File: config.mk
export PLATFORM = sky130hd
export DESIGN_NAME = keypad_scanner
export DESIGN_NICKNAME = d
export VERILOG_FILES = /design/src/rtl/keypad_pkg.sv /design/src/rtl/sync_2ff.sv /design/src/rtl/keypad_scanner.sv
export SDC_FILE = /design/constraint.sdc
export NUM_CORES = 1
export LEC_CHECK = 0
export CAP_MARGIN = 20
export CORE_ASPECT_RATIO = 1.4
export CORE_MARGIN = 2
export CORE_UTILIZATION = 50
export CTS_BUF_LIST = sky130_fd_sc_hd__clkbuf_8
export DETAILED_ROUTE_END_ITERATION = 12
export GPL_ROUTABILITY_DRIVEN = 0
export GPL_TIMING_DRIVEN = 0
export PLACE_DENSITY = 0.78
export SLEW_MARGIN = 5
export SYNTH_ARGS = -nofsm -noshare
export SYNTH_HDL_FRONTEND = slang
export SYNTH_SLANG_ARGS = --single-unit
File: constraint.sdc
create_clock -name CLK -period 3.52 [get_ports CLK]
set_clock_uncertainty 0.15 [all_clocks]
set_input_delay 0.704 -clock CLK [delete_from_list [all_inputs] [get_ports CLK]]
set_output_delay 0.704 -clock CLK [all_outputs]
set_load 0.1 [all_outputs]
File: src/rtl/keypad_pkg.sv
// Shared keypad types: frame-result encoding, key code map and the row-merge helper
// used to fold one row's column sample into the running frame result.
package keypad_pkg;
    localparam logic [3:0] KEY_NONE = 4'hF;
    localparam int NUM_ROWS = 4;
    localparam int NUM_COLS = 4;

    typedef enum logic [1:0] {FR_NONE = 2'd0, FR_KEY = 2'd1, FR_MULTI = 2'd2} frame_kind_e;

    // idx is kept zero for NONE/MULTI so whole-struct equality compares results correctly
    typedef struct packed {
        frame_kind_e kind;
        logic [3:0]  idx;
    } frame_res_t;

    localparam frame_res_t FRAME_EMPTY = '{kind: FR_NONE, idx: 4'd0};

    typedef enum logic {ST_RELEASED = 1'b0, ST_PRESSED = 1'b1} deb_state_e;

    function automatic logic [3:0] key_map(input logic [3:0] idx);
        logic [3:0] code;
        case (idx)
            4'd0:    code = 4'h1;
            4'd1:    code = 4'h2;
            4'd2:    code = 4'h3;
            4'd4:    code = 4'h4;
            4'd5:    code = 4'h5;
            4'd6:    code = 4'h6;
            4'd8:    code = 4'h7;
            4'd9:    code = 4'h8;
            4'd10:   code = 4'h9;
            4'd13:   code = 4'h0;
            default: code = KEY_NONE;
        endcase
        return code;
    endfunction

    function automatic frame_res_t merge_row(input frame_res_t acc, input logic [NUM_COLS-1:0] low,
                                             input logic [1:0] row);
        frame_res_t res;
        logic [2:0] n;
        logic [1:0] col;
        res = acc;
        n   = '0;
        col = '0;
        for (int c = 0; c < NUM_COLS; c++) begin
            if (low[c]) begin
                n   = n + 3'd1;
                col = 2'(c);
            end
        end
        if (n > 3'd1 || (n == 3'd1 && acc.kind != FR_NONE)) res = '{kind: FR_MULTI, idx: 4'd0};
        else if (n == 3'd1) res = '{kind: FR_KEY, idx: {row, col}};
        return res;
    endfunction
endpackage

File: src/rtl/sync_2ff.sv
// Two-flop synchronizer for the asynchronous keypad column lines.
module sync_2ff #(
    parameter int             W       = 4,
    parameter logic [W-1:0]   RST_VAL = '1
) (
    input  logic         clk,
    input  logic         rst_n,
    input  logic [W-1:0] d_i,
    output logic [W-1:0] q_o
);
    logic [W-1:0] s1_q, s2_q;

    always_ff @(posedge clk or negedge rst_n) begin
        if (!rst_n) begin
            s1_q <= RST_VAL;
            s2_q <= RST_VAL;
        end else begin
            s1_q <= d_i;
            s2_q <= s1_q;
        end
    end

    assign q_o = s2_q;
endmodule

File: src/rtl/keypad_scanner.sv
// 4x4 keypad scanner: rotates rows, classifies each scan frame, debounces whole frames
// and presents (idle, data, key_strobe) to the downstream controller.
module keypad_scanner
    import keypad_pkg::*;
#(
    parameter int ROW_DWELL = 4,
    parameter int DEBOUNCE  = 2
) (
    input  logic                CLK,
    input  logic                rst_n,
    input  logic [NUM_COLS-1:0] col_n,
    output logic [NUM_ROWS-1:0] row_n,
    output logic                idle,
    output logic [3:0]          data,
    output logic                key_strobe
);
    localparam int DW = (ROW_DWELL > 1) ? $clog2(ROW_DWELL) : 1;
    localparam int CW = $clog2(DEBOUNCE + 1);

    logic [NUM_COLS-1:0] col_s;
    logic [DW-1:0]       dwell_q, dwell_d;
    logic [1:0]          row_q, row_d;
    logic [NUM_ROWS-1:0] row_n_q, row_n_d;
    frame_res_t          acc_q, acc_d, prev_q, prev_d, row_res;
    logic [CW-1:0]       cnt_q, cnt_d;
    deb_state_e          state_q, state_d;
    logic                idle_q, idle_d, strobe_q, strobe_d;
    logic [3:0]          data_q, data_d;
    logic                last_dwell, frame_done, accept;

    sync_2ff #(.W(NUM_COLS), .RST_VAL('1)) u_col_sync (
        .clk  (CLK),
        .rst_n(rst_n),
        .d_i  (col_n),
        .q_o  (col_s)
    );

    always_ff @(posedge CLK or negedge rst_n) begin
        if (!rst_n) begin
            dwell_q  <= '0;
            row_q    <= '0;
            row_n_q  <= ~NUM_ROWS'(1);
            acc_q    <= FRAME_EMPTY;
            prev_q   <= FRAME_EMPTY;
            cnt_q    <= '0;
            state_q  <= ST_RELEASED;
            idle_q   <= 1'b1;
            data_q   <= KEY_NONE;
            strobe_q <= 1'b0;
        end else begin
            dwell_q  <= dwell_d;
            row_q    <= row_d;
            row_n_q  <= row_n_d;
            acc_q    <= acc_d;
            prev_q   <= prev_d;
            cnt_q    <= cnt_d;
            state_q  <= state_d;
            idle_q   <= idle_d;
            data_q   <= data_d;
            strobe_q <= strobe_d;
        end
    end

    // Scan timing and frame accumulation; the row-3 sample closes the frame
    always_comb begin
        last_dwell = (dwell_q == DW'(ROW_DWELL - 1));
        frame_done = last_dwell && (row_q == 2'(NUM_ROWS - 1));
        row_res    = merge_row(acc_q, ~col_s, row_q);
        dwell_d    = last_dwell ? '0 : dwell_q + DW'(1);
        row_d      = last_dwell ? row_q + 2'd1 : row_q;
        row_n_d    = ~(NUM_ROWS'(1) << row_d);
        acc_d      = acc_q;
        if (last_dwell) acc_d = frame_done ? FRAME_EMPTY : row_res;
    end

    // Frame-level debounce; a MULTI frame breaks any run of identical results
    always_comb begin
        prev_d = prev_q;
        cnt_d  = cnt_q;
        if (frame_done) begin
            prev_d = row_res;
            if (row_res.kind == FR_MULTI) cnt_d = '0;
            else if (row_res == prev_q)   cnt_d = (cnt_q == CW'(DEBOUNCE)) ? cnt_q : cnt_q + CW'(1);
            else                          cnt_d = CW'(1);
        end
        accept = frame_done && (row_res.kind != FR_MULTI) && (cnt_d == CW'(DEBOUNCE));
    end

    // Key changes while held are ignored: a release must be accepted first
    always_comb begin
        state_d  = state_q;
        idle_d   = idle_q;
        data_d   = data_q;
        strobe_d = 1'b0;
        case (state_q)
            ST_RELEASED: begin
                if (accept && row_res.kind == FR_KEY) begin
                    state_d  = ST_PRESSED;
                    idle_d   = 1'b0;
                    data_d   = key_map(row_res.idx);
                    strobe_d = 1'b1;
                end
            end
            ST_PRESSED: begin
                if (accept && row_res.kind == FR_NONE) begin
                    state_d = ST_RELEASED;
                    idle_d  = 1'b1;
                    data_d  = KEY_NONE;
                end
            end
            default: state_d = ST_RELEASED;
        endcase
    end

    assign row_n      = row_n_q;
    assign idle       = idle_q;
    assign data       = data_q;
    assign key_strobe = strobe_q;
endmodule

# Word level (Yosys, flattened, before mapping)
# Memory sizes are Yosys's and may differ from the RTL's.
# Index checks and enable logic that the tools add are counted.
[totals]
reg_bits = 37
romBits = 64
inputBits = 6
out_inout_bits = 10
elab_cells = 73
memories = 1
[classes]
add_sub_neg = 6
order_cmp = 1
eq_ne = 11
shift = 1
muxes = 26
n_bitwise = 3
n_reduce_logical = 10
[mem_list]
columns = ["memory", "words", "width", "read_ports", "rd_ports_with_merged_regs", "write_ports", "line_no", "rtl"]
rows = [
  ["(no name shown)", 16, 4, 1, 0, 0, "keypad_pkg.sv:22", "case (idx)"],
]
[ops]
columns = ["cell", "n"]
rows = [
  ["two-way mux 6 bit", 3],
  ["two-way mux 2 bit", 8],
  ["equality test 2 bit, second input constant", 5],
  ["adder 3 x 1 -> 3 bit, second input constant", 3],
  ["two-way mux 3 bit", 3],
  ["two-way mux 4 bit", 2],
  ["NOT 4 bit", 2],
  ["case mux 4 bit (2 select lines)", 1],
  ["two-way mux 1 bit", 7],
  ["adder 2 x 1 -> 2 bit, second input constant", 3],
  ["equality test 6 bit", 1],
  ["logical AND 1 bit", 6],
  ["inequality test 2 bit, second input constant", 2],
  ["case mux 1 bit (2 select lines)", 2],
  ["left shift 1 x 2 -> 4 bit, first input constant", 1],
  ["equality test 3 x 1 -> 1 bit, second input constant", 1],
  ["> comparator 3 x 1 -> 1 bit, second input constant", 1],
  ["equality test 2 x 1 -> 1 bit, second input constant", 1],
  ["zero test 2 bit", 1],
  ["inequality test 2 x 1 -> 1 bit, second input constant", 1],
  ["AND reduction 2 bit", 1],
  ["nonzero test 2 bit", 1],
  ["logical OR 1 bit", 1],
  ["NOT 1 bit", 1],
]

# Depth between registers and ports, before layout
# Gate-level depths: netlist (run 1).
[depth]
ltp_word = 21
mapped_depth = 14
depth_no_buf = 14

# Modules after synthesis
# Synthesis (run 1) repeated with hierarchy kept, for this count alone.
[hier_totals]
cells_unflattened = 214
area_unflattened_um2 = 2177.1
[by_module_without_submodules]
columns = ["mod", "instances", "cells_per_inst", "area_each_um2", "seq_area_each_um2"]
rows = [
  ["keypad_scanner", 1, 206, 1966.9, 735.7],
  ["sync_2ff", 1, 8, 210.2, 210.2],
]

# Worst setup path after synthesis (run 1)
# No wires, ideal clock.
[synth_path]
path_type = "flip-flop to flip-flop"
from = "reg u_col_sync.s2_q[0], in the netlist u_col_sync.q_o[0]"
to = "reg data_q[1], in the netlist data[1]"
setup_time_ps = 81
arrival_ps = 3429
required_ps = 3289
path_slack_ps = -140
stages_incl_launch_ff = 14
path_buffers = 2
period_less_slack_ps = 3660
path_cell_list = "dfstp_2 -> inv_1 -> ha_1 -> buf_2 -> xnor2_1 -> ha_1 -> nor2_1 -> a311o_1 -> nand2_1 -> or4_1 -> a211o_1 -> buf_6 -> o31a_1 -> a211oi_2"
[synth_between]
elab_chain_len = 21
elab_cells_between_ends = 33
cone_classes = "add/sub (3); order compare (1); eq/ne (8); mux (11); bitwise (1); reduce/logical (8); memory (1)"
[synth_rtl]
columns = ["element", "line_no", "rtl"]
rows = [
  ["start, declared", "sync_2ff.sv:11", "logic [W-1:0] s1_q, s2_q;"],
  ["start signal, assigned", "sync_2ff.sv:19", "s2_q <= s1_q;"],
  ["NOT 4 bit *", "keypad_scanner.sv:68", "row_res = merge_row(acc_q, ~col_s, row_q);"],
  ["two-way mux 1 bit *", "keypad_pkg.sv:47", "if (low[c]) begin"],
  ["adder 3 x 1 -> 3 bit", "keypad_pkg.sv:48", "n = n + 3'd1;"],
  ["two-way mux 3 bit *", "keypad_pkg.sv:47", ""],
  ["adder 3 x 1 -> 3 bit", "keypad_pkg.sv:48", ""],
  ["two-way mux 3 bit *", "keypad_pkg.sv:47", ""],
  ["adder 3 x 1 -> 3 bit", "keypad_pkg.sv:48", ""],
  ["two-way mux 3 bit *", "keypad_pkg.sv:47", ""],
  ["[5 not listed]", "--", ""],
  ["two-way mux 2 bit", "keypad_scanner.sv:83", "else if (row_res == prev_q) cnt_d = (cnt_q == CW'(DEBOUNCE)) ? cnt_q : cnt_q + CW'(1);"],
  ["two-way mux 2 bit", "keypad_scanner.sv:82", "if (row_res.kind == FR_MULTI) cnt_d = '0;"],
  ["two-way mux 2 bit", "keypad_scanner.sv:80", "if (frame_done) begin"],
  ["equality test 2 bit", "keypad_scanner.sv:86", "accept = frame_done && (row_res.kind != FR_MULTI) && (cnt_d == CW'(DEBOUNCE));"],
  ["logical AND 1 bit", "keypad_scanner.sv:86", ""],
  ["logical AND 1 bit, on equally long branches", "keypad_scanner.sv:97, keypad_scanner.sv:105", ""],
  ["inequality test 2 bit (no line) / inequality test 2 x 1 -> 1 bit (equally long branches)", "--", ""],
  ["AND reduction 2 bit (no line)", "--", ""],
  ["end signal, assigned", "keypad_scanner.sv:59", "data_q <= data_d;"],
  ["end, declared", "keypad_scanner.sv:28", "logic [3:0] data_q, data_d;"],
]
# Mark *: on every way between the ends. The select of a mux whose other input is x is not followed.
# A chain may end at the register's enable or synchronous reset.

# Final worst setup path (run 1)
# Same ends and word-level chain as after synthesis.

==> flow_summary.ini, run 1 <==
[clock_tree]
cts-htree-levels = 2
clock_sinks = 37
cts-root-buf = clkbuf_8
cts_buffers = 5
hold_buffers = 0
cts.reportedPaths.clkPinSlew_ns = 0.07
clk_latency_ns = 0.29
cts_tree = built
clock_path_buffers = 2

[detailed_routing]
wl_mm = 4.41
wl_per_cell_um = 15.2
antenna_left = 0
drcViolationCount = 0
drt-pass1-iter-count = 4
routed_via_density = 5.74
vias = 1660
drt-initial-drc-count = 70

[timing]
holdWs_ns = 0.207
min_period_ns = 3.40
setup_ws_ns = 0.120
hold_viol = 0
worst_pin_slew_ns = 0.965
fmax_ghz = 0.294
slew_violations = 0
fin_setup_tns_ns = 0
finalCritPeriodShare = 0.966
finalSetupViolations = 0
slew_headroom = 0.354

[die]
fp.coreArea_um2 = 3990
die_h_um = 80.7
die_w_um = 58.8
rows = 27
dieArea_um2 = 4740
ios = 16
start_util = 0.527

[min_path]
whs_path_depth = 0
min_to = u_col_sync.q_o[1]
hold_path_class = reg -> reg
holdCritStartpoint = u_col_sync.s1_q[1]

[finish]
area_growth_pct = 27.3
fin_area_um2 = 2670
drive_above_1_share = 0.256
final_util = 0.671
nets = 260
diodes = 0
instances_no_fill = 289

[yosys]
async_flop_share = 1.00
synthFlopType = dfrtp_1
synthCells = 216
syn-cell-area_um2 = 2100
yosysSeqAreaShare = 0.450
synth_cell_types = 54
synth-edff-count = 0
synth-seq-cells = 37
yosysWarnings = 0
syn-num-nets = 231
avgSynthCellArea_um2 = 9.73

[global_route]
antenna_found_initial = 0
grt_pass1_wl_mm = 7.69
grt_max_degree = 38
grt_pass1_vias = 1662
grt.total_usage = 0.214
overflow = 0

[placed_design]
io_buffers = 15
preCtsSetupSlack_ns = -0.332
dpl_cell_area_um2 = 2320
hpwl_mm = 3.04
dpl.cell_count = 274

[setup_path]
cp-end-kind = register
cpMaxStageDelayCell = dfstp_2
worstPathArrival_ns = 3.46
rr_startpoint = u_col_sync.q_o[0]
path_common_cell = ha_4
r2r-end = data[1]
r2r_slack_ns = 0.12
startpoint_type = register
crit_chain = inv_1 -> ha_4 -> xnor2_4 -> ha_4 -> nor2_4 -> a311o_1 -> nand2_2 -> or4_4 -> a211o_1 -> buf_6 -> o31a_1 -> a211oi_2
reg2reg_depth = 12
criticalPathCategory = reg -> reg
cp.required_ns = 3.58
max_stage_delay_ns = 0.54
worst-path-max-fanout = 10

[power_and_ir_drop]
sw_frac_of_total = 0.321
clkPwrFrac = 0.291
p_sw_mw = 0.395
powerDensity_nw_per_um2 = 461
p_total_mw = 1.23
p_int_mw = 0.837
power_frac_comb = 0.304
peakVddDrop_v = 0.000408
seq_power_share = 0.405
leakage_nw = 1.14

[run_status]
status = finished, final reports clean

[job]
max_cap_violations = 0
worst max path at each step:
stage,slack [ns],depth (start not counted),startpoint,end
floorplan,0.03,13,u_col_sync.q_o[0],data[1]
global placement,-0.29,14,u_col_sync.q_o[0],data[2]
detailed placement,-0.33,14,u_col_sync.q_o[0],data[3]
CTS,0.05,12,u_col_sync.q_o[1],data[1]
global route,-0.03,13,u_col_sync.q_o[1],data[2]
finish,0.12,12,u_col_sync.q_o[0],data[1]
cell families (layout without fill, tap and decap cells):
logic type	after synthesis	in the layout	share of synthesized area
mux	7	7	0.0339
compound gates	45	45	0.152
buf+inv	26	56	0.0554
xor+xnor	11	11	0.0530
fa+ha+maj	9	9	0.0536
flops	37	37	0.450
simple gates	81	81	0.202
per-layer routing:
layer,global-route usage,wire (um),vias to the layer above
li1,-,-,825
met1,0.272,1910,798
met2,0.346,2290,30
met3,0.0435,122,7
met4,0.0977,76,0
met5,0,0,-
state kept, by name (all words and copies together) (netlist names):
signal           flops
cnt_q                2
state_q              1
idle                 1
key_strobe           1
row_q                2
u_col_sync.q_o       4
prev_q               6
acc_q                6
row_n                4
data                 4
dwell_q              2
u_col_sync.s1_q      4
Yosys cell counts (4+ instances only):
library cell | number | area, um2
xnor2_1 | 6 | 52.6
nor3_1 | 8 | 40.0
xor2_1 | 4 | 35.0
nor2_1 | 14 | 52.6
nand3_1 | 5 | 25.0
dfstp_2 | 16 | 420
nand2_1 | 26 | 97.6
ha_1 | 9 | 113
mux2i_1 | 6 | 60.1
o22ai_1 | 4 | 25.0
a21oi_1 | 4 | 20.0
clkbuf_1 | 5 | 18.8
o21ai_0 | 14 | 70.1
nand2b_1 | 4 | 25.0
dfrtp_1 | 21 | 526
inv_1 | 15 | 56.3
what timing repair did:
item / in CTS / in global routing
pin swaps: 3 / 2
setup endpoints to repair: 8 / 8
buffers inserted: 2 / 7
resized for setup: 14 / 17
power by group through the flow:
stage	Sequential, mW	Clock [mW]	Combinational, mW
after floorplan	0.503	0	0.219
after global routing	0.504	0.391	0.414
after detailed placement	0.498	0	0.290
final	0.499	0.359	0.374
after CTS	0.492	0.370	0.318
after global placement	0.497	0	0.284
layout by cell type (no fill, tap or decap), drive strengths merged, types with 3 or more instances in the layout:
master and count:
clkdlybuf4s50 14, buf 15, clkbuf 9, nand4 3
xor2 4, o211ai 4, nor4 4, nand3 5
o31ai 3, o22ai 4, a21oi 4, xnor2 6
nand2 26, inv 16, o21ai 14, ha 9
nor3 8, nor2 14, mux2i 6, nand2b 4
dfrtp 21, dfstp 16
layout make-up:
type,instances,area (um2)
buffer,9,57.6
clock buffer,5,68.8
clock inverter,3,42.5
fill,314,1310
inverter,15,56.3
multi-input combinational,153,1240
sequential,37,946
tap,43,53.8
timing repair buffer,24,213
critical path: cells and delay by family (launching register included):
kind,cells,cell delay (ns)
AOI/OAI and AO/OA,4,1.01
and+or+nand+nor,3,0.72
adders and majority gates,2,0.55
DFF,1,0.54
buffers and inverters,2,0.21
xor gates and xnor gates,1,0.14
No activity file was read; power rests on OpenSTA's default activity.
==> run 2, diff against run 1 <==
Settings changed: CTS_CLUSTER_SIZE set to 12.
==> results of run 2 <==
Same layout as run 1: the final DEF is identical, and so are final timing and power.
